--- config.mk ---
export PLATFORM = sky130hd
export DESIGN_NAME = uart_rx_word
export DESIGN_NICKNAME = d
export VERILOG_FILES = /design/src/rtl/uart_rx_word_pkg.sv /design/src/rtl/uart_rx_sync.sv /design/src/rtl/uart_rx_word.sv
export SDC_FILE = /design/constraint.sdc
export NUM_CORES = 1
export LEC_CHECK = 0
export CORE_MARGIN = 2
export CORE_UTILIZATION = 55
export DETAILED_ROUTE_END_ITERATION = 8
export PLACE_DENSITY = 0.78
export SKIP_LAST_GASP = 1
export SLEW_MARGIN = 20
export SYNTH_ARGS = -nofsm -noshare
export SYNTH_HDL_FRONTEND = slang
export SYNTH_SLANG_ARGS = --single-unit
--- constraint.sdc ---
create_clock -name clk -period 2.8 [get_ports clk]
set_input_delay 0.42 -clock clk [delete_from_list [all_inputs] [get_ports clk]]
set_output_delay 0.42 -clock clk [all_outputs]
set_load 0.01 [all_outputs]
--- src/rtl/uart_rx_word_pkg.sv ---
// Shared constants, state encodings and bus word type for the word-packing UART receiver.
package uart_rx_word_pkg;

  localparam int unsigned UART_DIV_RATE        = 16;
  localparam int unsigned UART_RX_BIT_CNT_STOP = 8;
  localparam int unsigned UART_RX_BIT_CNT_W    = 4;
  localparam int unsigned BYTE_W               = 8;
  localparam int unsigned PAYLOAD_W            = 32;
  localparam int unsigned WORD_W               = PAYLOAD_W + 1;
  localparam int unsigned BUF_W                = 3 * BYTE_W;

  // Line levels match the transmitter's start/stop bits.
  localparam logic UART_START_BIT = 1'b0;
  localparam logic UART_STOP_BIT  = 1'b1;

  typedef enum logic [2:0] {
    UART_RX_STATE_IDLE,
    UART_RX_STATE_ARMED,
    UART_RX_STATE_START,
    UART_RX_STATE_DATA,
    UART_RX_STATE_STOP,
    UART_RX_STATE_FLUSH
  } uart_rx_state_e;

  typedef struct packed {
    logic                 parity;
    logic [PAYLOAD_W-1:0] payload;
  } rx_word_t;

  // Even parity so that the full 33-bit word reduces to zero.
  function automatic rx_word_t make_rx_word(input logic [PAYLOAD_W-1:0] payload);
    rx_word_t w;
    w.parity  = ^payload;
    w.payload = payload;
    return w;
  endfunction

endpackage

--- src/rtl/uart_rx_sync.sv ---
// Two-flop synchronizer for the serial line plus a falling-edge detector on the synchronized level.
module uart_rx_sync (
  input  logic clk,
  input  logic resetn,
  input  logic rx,
  output logic rx_s,
  output logic rx_fall_c
);

  logic rx_meta_q, rx_meta_d;
  logic rx_s_q, rx_s_d;
  logic rx_prev_q, rx_prev_d;

  always_comb begin
    rx_meta_d = rx;
    rx_s_d    = rx_meta_q;
    rx_prev_d = rx_s_q;
  end

  // Idle line level is high, so every stage resets to 1.
  always_ff @(posedge clk) begin
    if (resetn) begin
      rx_meta_q <= 1'b1;
      rx_s_q    <= 1'b1;
      rx_prev_q <= 1'b1;
    end else begin
      rx_meta_q <= rx_meta_d;
      rx_s_q    <= rx_s_d;
      rx_prev_q <= rx_prev_d;
    end
  end

  assign rx_s      = rx_s_q;
  assign rx_fall_c = rx_prev_q & ~rx_s_q;

endmodule

--- src/rtl/uart_rx_word.sv ---
// 8N1 receiver that packs four bytes per bus word, appends even parity and hands words out
// over a valid/ready interface for a programmed word count.
module uart_rx_word
  import uart_rx_word_pkg::*;
#(
  parameter int unsigned DIV_RATE   = UART_DIV_RATE,
  parameter int unsigned WORD_NUM_W = 8
) (
  input  logic                  clk,
  input  logic                  resetn,
  input  logic                  rx,
  input  logic                  start,
  input  logic [WORD_NUM_W-1:0] word_number,
  output logic [WORD_W-1:0]     rx_word_data,
  output logic                  rx_word_valid,
  input  logic                  rx_word_ready,
  output logic                  rx_done,
  output logic                  frame_error,
  output logic                  overrun_error
);

  localparam int unsigned DIV_W = $clog2(DIV_RATE);
  localparam logic [DIV_W-1:0] DIV_HALF = DIV_W'(DIV_RATE / 2 - 1);
  localparam logic [DIV_W-1:0] DIV_FULL = DIV_W'(DIV_RATE - 1);
  localparam logic [UART_RX_BIT_CNT_W-1:0] BIT_LAST = UART_RX_BIT_CNT_W'(UART_RX_BIT_CNT_STOP - 1);

  logic rx_s, rx_fall_c;

  uart_rx_sync u_sync (
    .clk       (clk),
    .resetn    (resetn),
    .rx        (rx),
    .rx_s      (rx_s),
    .rx_fall_c (rx_fall_c)
  );

  uart_rx_state_e               state_q, state_d;
  logic [WORD_NUM_W-1:0]        words_left_q, words_left_d;
  logic [DIV_W-1:0]             div_cnt_q, div_cnt_d;
  logic [UART_RX_BIT_CNT_W-1:0] bit_cnt_q, bit_cnt_d;
  logic [BYTE_W-1:0]            sh_reg_q, sh_reg_d;
  logic [BUF_W-1:0]             word_buf_q, word_buf_d;
  logic [1:0]                   byte_idx_q, byte_idx_d;
  rx_word_t                     rx_word_q, rx_word_d;
  logic                         rx_word_valid_q, rx_word_valid_d;
  logic                         rx_done_q, rx_done_d;
  logic                         frame_error_q, frame_error_d;
  logic                         overrun_error_q, overrun_error_d;
  logic                         xfer_c;

  assign xfer_c = rx_word_valid_q & rx_word_ready;

  always_comb begin
    state_d         = state_q;
    words_left_d    = words_left_q;
    div_cnt_d       = div_cnt_q;
    bit_cnt_d       = bit_cnt_q;
    sh_reg_d        = sh_reg_q;
    word_buf_d      = word_buf_q;
    byte_idx_d      = byte_idx_q;
    rx_word_d       = rx_word_q;
    rx_word_valid_d = rx_word_valid_q;
    rx_done_d       = 1'b0;
    frame_error_d   = frame_error_q;
    overrun_error_d = overrun_error_q;

    if (xfer_c) begin
      rx_word_valid_d = 1'b0;
    end

    unique case (state_q)
      UART_RX_STATE_IDLE: begin
        if (start) begin
          frame_error_d   = 1'b0;
          overrun_error_d = 1'b0;
          if (word_number == '0) begin
            rx_done_d = 1'b1;
          end else begin
            words_left_d = word_number;
            state_d      = UART_RX_STATE_ARMED;
          end
        end
      end
      UART_RX_STATE_ARMED: begin
        if (rx_fall_c) begin
          div_cnt_d = DIV_HALF;
          state_d   = UART_RX_STATE_START;
        end
      end
      // Re-check the start bit at mid-bit; a high level means the edge was a glitch.
      UART_RX_STATE_START: begin
        if (div_cnt_q == '0) begin
          if (rx_s == UART_START_BIT) begin
            bit_cnt_d = '0;
            div_cnt_d = DIV_FULL;
            state_d   = UART_RX_STATE_DATA;
          end else begin
            state_d = UART_RX_STATE_ARMED;
          end
        end else begin
          div_cnt_d = div_cnt_q - DIV_W'(1);
        end
      end
      UART_RX_STATE_DATA: begin
        if (div_cnt_q == '0) begin
          sh_reg_d  = {rx_s, sh_reg_q[BYTE_W-1:1]};
          div_cnt_d = DIV_FULL;
          bit_cnt_d = bit_cnt_q + UART_RX_BIT_CNT_W'(1);
          if (bit_cnt_q == BIT_LAST) begin
            state_d = UART_RX_STATE_STOP;
          end
        end else begin
          div_cnt_d = div_cnt_q - DIV_W'(1);
        end
      end
      UART_RX_STATE_STOP: begin
        if (div_cnt_q == '0) begin
          if (rx_s == UART_STOP_BIT) begin
            byte_idx_d = byte_idx_q + 2'd1;
            state_d    = UART_RX_STATE_ARMED;
            unique case (byte_idx_q)
              2'd0: word_buf_d[0*BYTE_W +: BYTE_W] = sh_reg_q;
              2'd1: word_buf_d[1*BYTE_W +: BYTE_W] = sh_reg_q;
              2'd2: word_buf_d[2*BYTE_W +: BYTE_W] = sh_reg_q;
              default: begin
                // Lane 3 completes the word; a same-cycle transfer frees the holding register.
                words_left_d = words_left_q - WORD_NUM_W'(1);
                if (rx_word_valid_q && !rx_word_ready) begin
                  overrun_error_d = 1'b1;
                end else begin
                  rx_word_d       = make_rx_word({sh_reg_q, word_buf_q});
                  rx_word_valid_d = 1'b1;
                end
                if (words_left_q == WORD_NUM_W'(1)) begin
                  state_d = UART_RX_STATE_FLUSH;
                end
              end
            endcase
          end else begin
            frame_error_d = 1'b1;
            byte_idx_d    = '0;
            state_d       = UART_RX_STATE_IDLE;
          end
        end else begin
          div_cnt_d = div_cnt_q - DIV_W'(1);
        end
      end
      UART_RX_STATE_FLUSH: begin
        if (xfer_c) begin
          rx_done_d = 1'b1;
          state_d   = UART_RX_STATE_IDLE;
        end
      end
      default: state_d = UART_RX_STATE_IDLE;
    endcase
  end

  always_ff @(posedge clk) begin
    if (resetn) begin
      state_q         <= UART_RX_STATE_IDLE;
      words_left_q    <= '0;
      div_cnt_q       <= '0;
      bit_cnt_q       <= '0;
      sh_reg_q        <= '0;
      word_buf_q      <= '0;
      byte_idx_q      <= '0;
      rx_word_q       <= '0;
      rx_word_valid_q <= 1'b0;
      rx_done_q       <= 1'b0;
      frame_error_q   <= 1'b0;
      overrun_error_q <= 1'b0;
    end else begin
      state_q         <= state_d;
      words_left_q    <= words_left_d;
      div_cnt_q       <= div_cnt_d;
      bit_cnt_q       <= bit_cnt_d;
      sh_reg_q        <= sh_reg_d;
      word_buf_q      <= word_buf_d;
      byte_idx_q      <= byte_idx_d;
      rx_word_q       <= rx_word_d;
      rx_word_valid_q <= rx_word_valid_d;
      rx_done_q       <= rx_done_d;
      frame_error_q   <= frame_error_d;
      overrun_error_q <= overrun_error_d;
    end
  end

  assign rx_word_data  = rx_word_q;
  assign rx_word_valid = rx_word_valid_q;
  assign rx_done       = rx_done_q;
  assign frame_error   = frame_error_q;
  assign overrun_error = overrun_error_q;

endmodule

==> results.sh, run 1 <==
export IMPL_layout_min_cycle_time_ns=2.31
export IMPL_globalRouteOverflowTotal=0
export IMPL_cts_htree_levels=3
export IMPL_grt_pass1_wl_um=15000
export IMPL_end_kind="register"
export IMPL_placed_cells=602
export IMPL_yosys_warnings=0
export IMPL_dpl_cell_area_mm2=0.00465
export IMPL_firstDrtPassIters=5
export IMPL_setup_viol=0
export IMPL_postSynthAreaPerCell_um2=8.53
export IMPL_io_pin_count=50
export IMPL_cts_tree="built"
export IMPL_grt_pass1_vias=3214
export IMPL_cts_resized=0
export IMPL_critPathArrivalTime_ns=2.59
export IMPL_initial_core_util_pct=56.7
export IMPL_synth_fp_nets=503
export IMPL_layout_drive_gt1_share_pct=6.55
export IMPL_grt_start_max_net_pins=60
export IMPL_yosysUniqueCellTypes=45
export IMPL_num_rows=31
export IMPL_antenna_cells=0
export IMPL_ir_worst_vdd_v=0.000263
export IMPL_rsz0062_at_grt="false"
export IMPL_report_final_slew_viol_count=0
export IMPL_stdcell_count=618
export IMPL_coreArea_mm2=0.00725
export IMPL_cts_buffer_depth=2
export IMPL_clkTransAtPathRegs_ns=0.09
export IMPL_ys_seq_area_share_pct=45.3
export IMPL_skew_ns=0.00933
export IMPL_synth_seq_cells=93
export IMPL_hold_buffers=0
export IMPL_dp_hpwl_um=5850
export IMPL_fmax_mhz=434
export IMPL_vias=3344
export IMPL_seqCellArea_mm2=0.00186
export IMPL_tns_ns=0
export IMPL_cap_violations=0
export IMPL_period_share_pct=82.4
export IMPL_die_h_um=90.5
export IMPL_required_ns=3.09
export IMPL_antenna_found_initial=0
export IMPL_crit_type="register to register"
export IMPL_synth_area_mm2=0.00411
export IMPL_cts_setup_buffers=0
export IMPL_nFillCells=607
export IMPL_postRouteAntennaNets=0
export IMPL_max_slew_margin_pct=55.3
export IMPL_syn2layout_area_growth_pct=17.4
export IMPL_routed_via_density=5.41
export IMPL_critPathLaunchType="register"
export IMPL_leakagePower_nw=1.86
export IMPL_wl_per_cell_um=13.8
export IMPL_status="complete, no violations"
export IMPL_drt_initial_drc_count=161
export IMPL_hp_class="register to register"
export IMPL_worstMarginPinSlew_ns=0.670
export IMPL_io_buffers=49
export IMPL_p_per_area_mw_per_mm2=504
export IMPL_die_area_mm2=0.00818
export IMPL_finalWirelength_um=8540
export IMPL_clkSinkCount=93
export IMPL_cp_max_fo=7
export IMPL_drc_errors=0
export IMPL_design_area_mm2=0.00483
export IMPL_gp_congestion=0.874
export IMPL_cts_made_buffers=9
export IMPL_netlist_instances=482
export IMPL_multi_input_area_mm2=0.00207
export IMPL_finalNetCount=535
export IMPL_clockRootBuffer="clkbuf_8"
export IMPL_clock_latency_ns=0.36
export IMPL_grtUsageTotal_pct=22.1
export IMPL_fp_dieW_um=90.5
export IMPL_hold_viol=0
[final timing paths]
check / startpoint / end / slack [ns] / cells after the start
worst max-delay path: div_cnt_q[0] / state_q[1] / 0.49 / 7
worst min-delay path: u_sync.rx_meta_q / u_sync.rx_s / 0.42 / 1
worst max register to register: div_cnt_q[0] / state_q[1] / 0.49 / 7
worst min register to register: u_sync.rx_meta_q / u_sync.rx_s / 0.42 / 1
[cells in the mapped netlist]
library cell	count	area (µm²)
nand4_1	3	18.8
nor4_1	4	25.0
nand2_1	86	323
or4b_1	1	10.0
xor2_1	4	35.0
or4_1	2	15.0
ha_1	8	100
nor3b_1	1	7.51
clkbuf_1	25	93.8
a211oi_1	4	30.0
xnor2_1	27	236
or3_1	2	12.5
nor3_1	5	25.0
buf_6	1	11.3
a22oi_1	7	52.6
nor2_1	54	203
nand3_1	9	45.0
nor2b_1	4	25.0
o22ai_1	1	6.26
a221oi_2	1	15.0
dfxtp_1	93	1860
o211a_1	1	10.0
nand3b_1	2	15.0
buf_1	1	3.75
nor3b_4	1	18.8
a21oi_1	45	225
mux2i_1	34	340
a211o_1	1	8.76
o311ai_1	1	8.76
a22o_1	1	8.76
nand2b_1	4	25.0
and3_1	2	12.5
nor3b_2	1	12.5
a41oi_1	1	8.76
o21ai_0	12	60.1
and3_4	1	11.3
a311oi_1	2	17.5
a2bb2oi_1	1	8.76
o31ai_1	1	7.51
inv_1	8	30.0
or2_2	5	31.3
o21a_1	3	22.5
and2_1	1	6.26
o41ai_1	3	26.3
buf_2	8	40.0
[critical path: stages, from the launching register on]
cell	delay, ns
dfxtp_1	0.34
inv_1	0.07
ha_1	0.20
nor3b_4	0.31
nor2_1	0.16
or4_1	0.62
or3_1	0.38
a21oi_1	0.16
[layer usage]
metal | global-route usage [%] | vias up | part of all wire, %
met1 | 30.4 | 1553 | 49
met5 | 0 | - | 0
met2 | 33.6 | 84 | 44
met3 | 3.92 | 20 | 4.2
li1 | - | 1687 | -
met4 | 10.6 | 0 | 2.4
[power breakdown]
group	switching [mW]	internal, mW	total (mW)
Sequential	0.0400	1.35	1.39
Combinational	0.135	0.111	0.247
Clock	0.458	0.344	0.801
[final cells by class]
| class | count | area share [%] |
|---|---|---|
| Clock buffer | 10 | 2.85 |
| Clock inverter | 6 | 0.752 |
| Inverter | 8 | 0.622 |
| Multi-Input combinational cell | 346 | 43.0 |
| Sequential cell | 93 | 38.6 |
| Tap cell | 99 | 2.57 |
| Timing Repair Buffer | 56 | 11.7 |
[through the flow]
stage / hold WS (ns) / worst slack (ns) / util (%) / power (mW)
after detailed placement: 0.398 / 0.411 / 64.1 / 1.66
after CTS: 0.427 / 0.515 / 66.5 / 2.45
after floorplan: 0.389 / 0.734 / - / 1.60
final: 0.425 / 0.494 / 66.5 / 2.43
after global routing: 0.432 / 0.322 / 66.5 / 2.53
after global placement: 0.409 / 0.477 / 64.1 / 1.65
[kinds of logic (layout without fill, tap and decap cells)]
family / Yosys count / count (layout) / share of synthesized area [%]
fa+ha+maj: 8 / 8 / 2.43
mux: 34 / 34 / 8.28
buf+inv: 43 / 80 / 4.35
compound gates: 85 / 85 / 12.6
simple gates: 188 / 188 / 20.5
flops: 93 / 93 / 45.3
xor+xnor: 31 / 31 / 6.60
[sequential cells by signal (all words and copies together), names as in the netlist, 2 cells and up]
signal        count
state_q           3
word_buf_q       24
sh_reg_q          8
div_cnt_q         4
byte_idx_q        2
words_left_q      8
bit_cnt_q         4
rx_word_data     33
[cells in the final DEF, fill, tap and decap left out, types with 5 or more instances in the layout]
cell type        instances
dfxtp_1                 93
nor2_1                  54
mux2i_1                 34
nor3_1                   5
a21oi_1                 45
clkdlybuf4s50_1         48
buf_4                    5
nand2_1                 86
inv_1                    8
ha_1                     8
a22oi_1                  7
or2_2                    5
xnor2_1                 27
nand3_1                  9
o21ai_0                 12
clkbuf_8                10
No activity file was read; power rests on OpenSTA's default activity.
==> run 2: changes to the inputs <==
Clock period 2.8 ns to 2.3 ns, I/O delays scaled along.
==> run 2 against run 1 <==
  * Clock skew up 0.0042 ns
  * Sequential power up 21%
  * Via count up 1.9%
  * Final cell count up 2.1%
  * Die area unchanged
  * Global-route usage down 0.24 points
  * Combinational power up 30%
  * Register-to-register slack worse by 0.42 ns
  * Maximum frequency up 3.8%
  * First-iteration DRC count up 31%
  * Critical path type unchanged
==> results.sh, run 2 (same netlist as run 1, synthesis figures left out) <==
export IMPL_status="complete, no violations"
export IMPL_hold_buffers=0
export IMPL_max_slew_margin_pct=62.1
export IMPL_fmax_mhz=450
export IMPL_cts_made_buffers=9
export IMPL_switching_share_pct=25.3
export IMPL_worstMarginPinSlew_ns=0.568
export IMPL_syn2layout_area_growth_pct=20.3
export IMPL_postLayoutCoreUtil_pct=68.2
export IMPL_crit_path_cell_trace="inv_1 -> ha_1 -> nor3b_4 -> nor2_1 -> or4_4 -> or3_1 -> a21oi_1"
export IMPL_wl_met3_um=434
export IMPL_clockRootBuffer="clkbuf_8"
export IMPL_cts_buffer_depth=2
export IMPL_leakagePower_nw=1.93
export IMPL_tns_ns=0
export IMPL_cts_resized=0
export IMPL_final_common_cell="dfxtp_1"
export IMPL_clock_latency_ns=0.35
export IMPL_hold_viol=0
export IMPL_wl_met2_um=3880
export IMPL_required_ns=2.59
export IMPL_critPathMaxStageDelay_ns=0.57
export IMPL_end_kind="register"
export IMPL_drc_errors=0
export IMPL_p_switching_uw=779
export IMPL_wl_per_cell_um=13.8
export IMPL_dp_hpwl_um=6090
export IMPL_p_per_area_mw_per_mm2=621
export IMPL_grt_start_max_net_pins=44
export IMPL_hp_class="register to register"
export IMPL_vias=3407
export IMPL_rsz0062_at_grt="true"
export IMPL_grt_pass1_vias=3176
export IMPL_top_layer="met4"
export IMPL_initial_core_util_pct=56.7
export IMPL_total_power_mw=3.07
export IMPL_crit_type="register to register"
export IMPL_comb_power_share_pct=10.5
export IMPL_io_buffers=49
export IMPL_fp_dieW_um=90.5
export IMPL_num_rows=31
export IMPL_ir_worst_vdd_v=0.000478
export IMPL_layout_drive_gt1_share_pct=8.83
export IMPL_routedLengthMet1_um=4300
export IMPL_routed_via_density=5.40
export IMPL_cts_tree="built"
export IMPL_antenna_found_initial=0
export IMPL_clkSinkCount=93
export IMPL_finalNetCount=548
export IMPL_p_seq_share_pct=54.8
export IMPL_io_pin_count=50
export IMPL_critPathArrivalTime_ns=2.51
export IMPL_clkTransAtPathRegs_ns=0.09
export IMPL_grtUsageTotal_pct=21.9
export IMPL_firstDrtPassIters=4
export IMPL_power_share_clock_pct=34.7
export IMPL_gp_congestion=0.839
export IMPL_grt_pass1_wl_um=15000
export IMPL_layout_min_cycle_time_ns=2.22
export IMPL_setup_viol=0
export IMPL_p_int_mw=2.29
export IMPL_largest_register_ffs=33
export IMPL_die_h_um=90.5
export IMPL_cts_setup_buffers=0
export IMPL_period_share_pct=96.6
export IMPL_postRouteAntennaNets=0
export IMPL_cp_num_buf_inv=1
export IMPL_crit_family="simple AND/OR/NAND/NOR gates"
export IMPL_mostFrequentLayoutCells="dfxtp_1, nand2_1, nor2_1"
export IMPL_cap_violations=0
export IMPL_cp_max_fo=7
export IMPL_globalRouteOverflowTotal=0
export IMPL_coreArea_mm2=0.00725
export IMPL_die_area_mm2=0.00818
export IMPL_cts_htree_levels=3
export IMPL_antenna_cells=0
export IMPL_report_final_slew_viol_count=0
export IMPL_critPathLaunchType="register"
export IMPL_crit_path_top_delay_cell="or4_4"
export IMPL_drt_initial_drc_count=211
export IMPL_skew_ns=0.0136
export IMPL_nFillCells=588
export IMPL_finalWirelength_um=8720
## run 2: power by group through the flow
stage | clock (mW) | combinational, mW | sequential, mW
5_1_grt | 1.15 | 0.358 | 1.69
3_5_place_dp | 0 | 0.313 | 1.72
6_report | 1.07 | 0.322 | 1.68
3_3_place_gp | 0 | 0.301 | 1.72
4_1_cts | 1.08 | 0.317 | 1.68
2_1_floorplan | 0 | 0.243 | 1.70
## run 2: layout make-up
type | count | area [µm²] | share of cell area, %
clock buffers | 11 | 131 | 2.66
clock inverters | 5 | 60.1 | 1.21
multi-input cells | 346 | 2080 | 42.0
flip-flops and latches | 93 | 1860 | 37.6
repair buffers | 69 | 661 | 13.4
well taps | 99 | 124 | 2.50
inverters | 8 | 30.0 | 0.607
## run 2: final timing paths
kind	from	end	slack (ns)	cells after the start
worst max-delay path	div_cnt_q[0]	state_q[1]	0.08	7
worst min-delay path	u_sync.rx_meta_q	u_sync.rx_s	0.43	1
worst max register to register	div_cnt_q[0]	state_q[1]	0.08	7
worst min register to register	u_sync.rx_meta_q	u_sync.rx_s	0.43	1
## run 2: worst reg2reg max path, cell delays in order (launching register included)
cell	delay (ns)
dfxtp_1	0.34
inv_1	0.06
ha_1	0.19
nor3b_4	0.33
nor2_1	0.17
or4_4	0.57
or3_1	0.37
a21oi_1	0.14
## run 2: per-layer routing
metal | vias to the layer above | global-route usage (%)
met1 | 1607 | 31.3
met5 | - | 0
met2 | 83 | 33.8
met3 | 10 | 3.26
li1 | 1707 | -
met4 | 0 | 7.18
## run 2: metrics by stage
step                      hold slack (ns)  cell area, µm²  worst slack [ns]  std cells
after floorplan                     0.389            4110             0.234        482
after global routing                0.445            4950           -0.0359        631
final                               0.428            4950            0.0782        631
after detailed placement            0.408            4750          -0.00303        615
after CTS                           0.433            4940            0.0281        631
after global placement              0.408            4750            0.0585        615
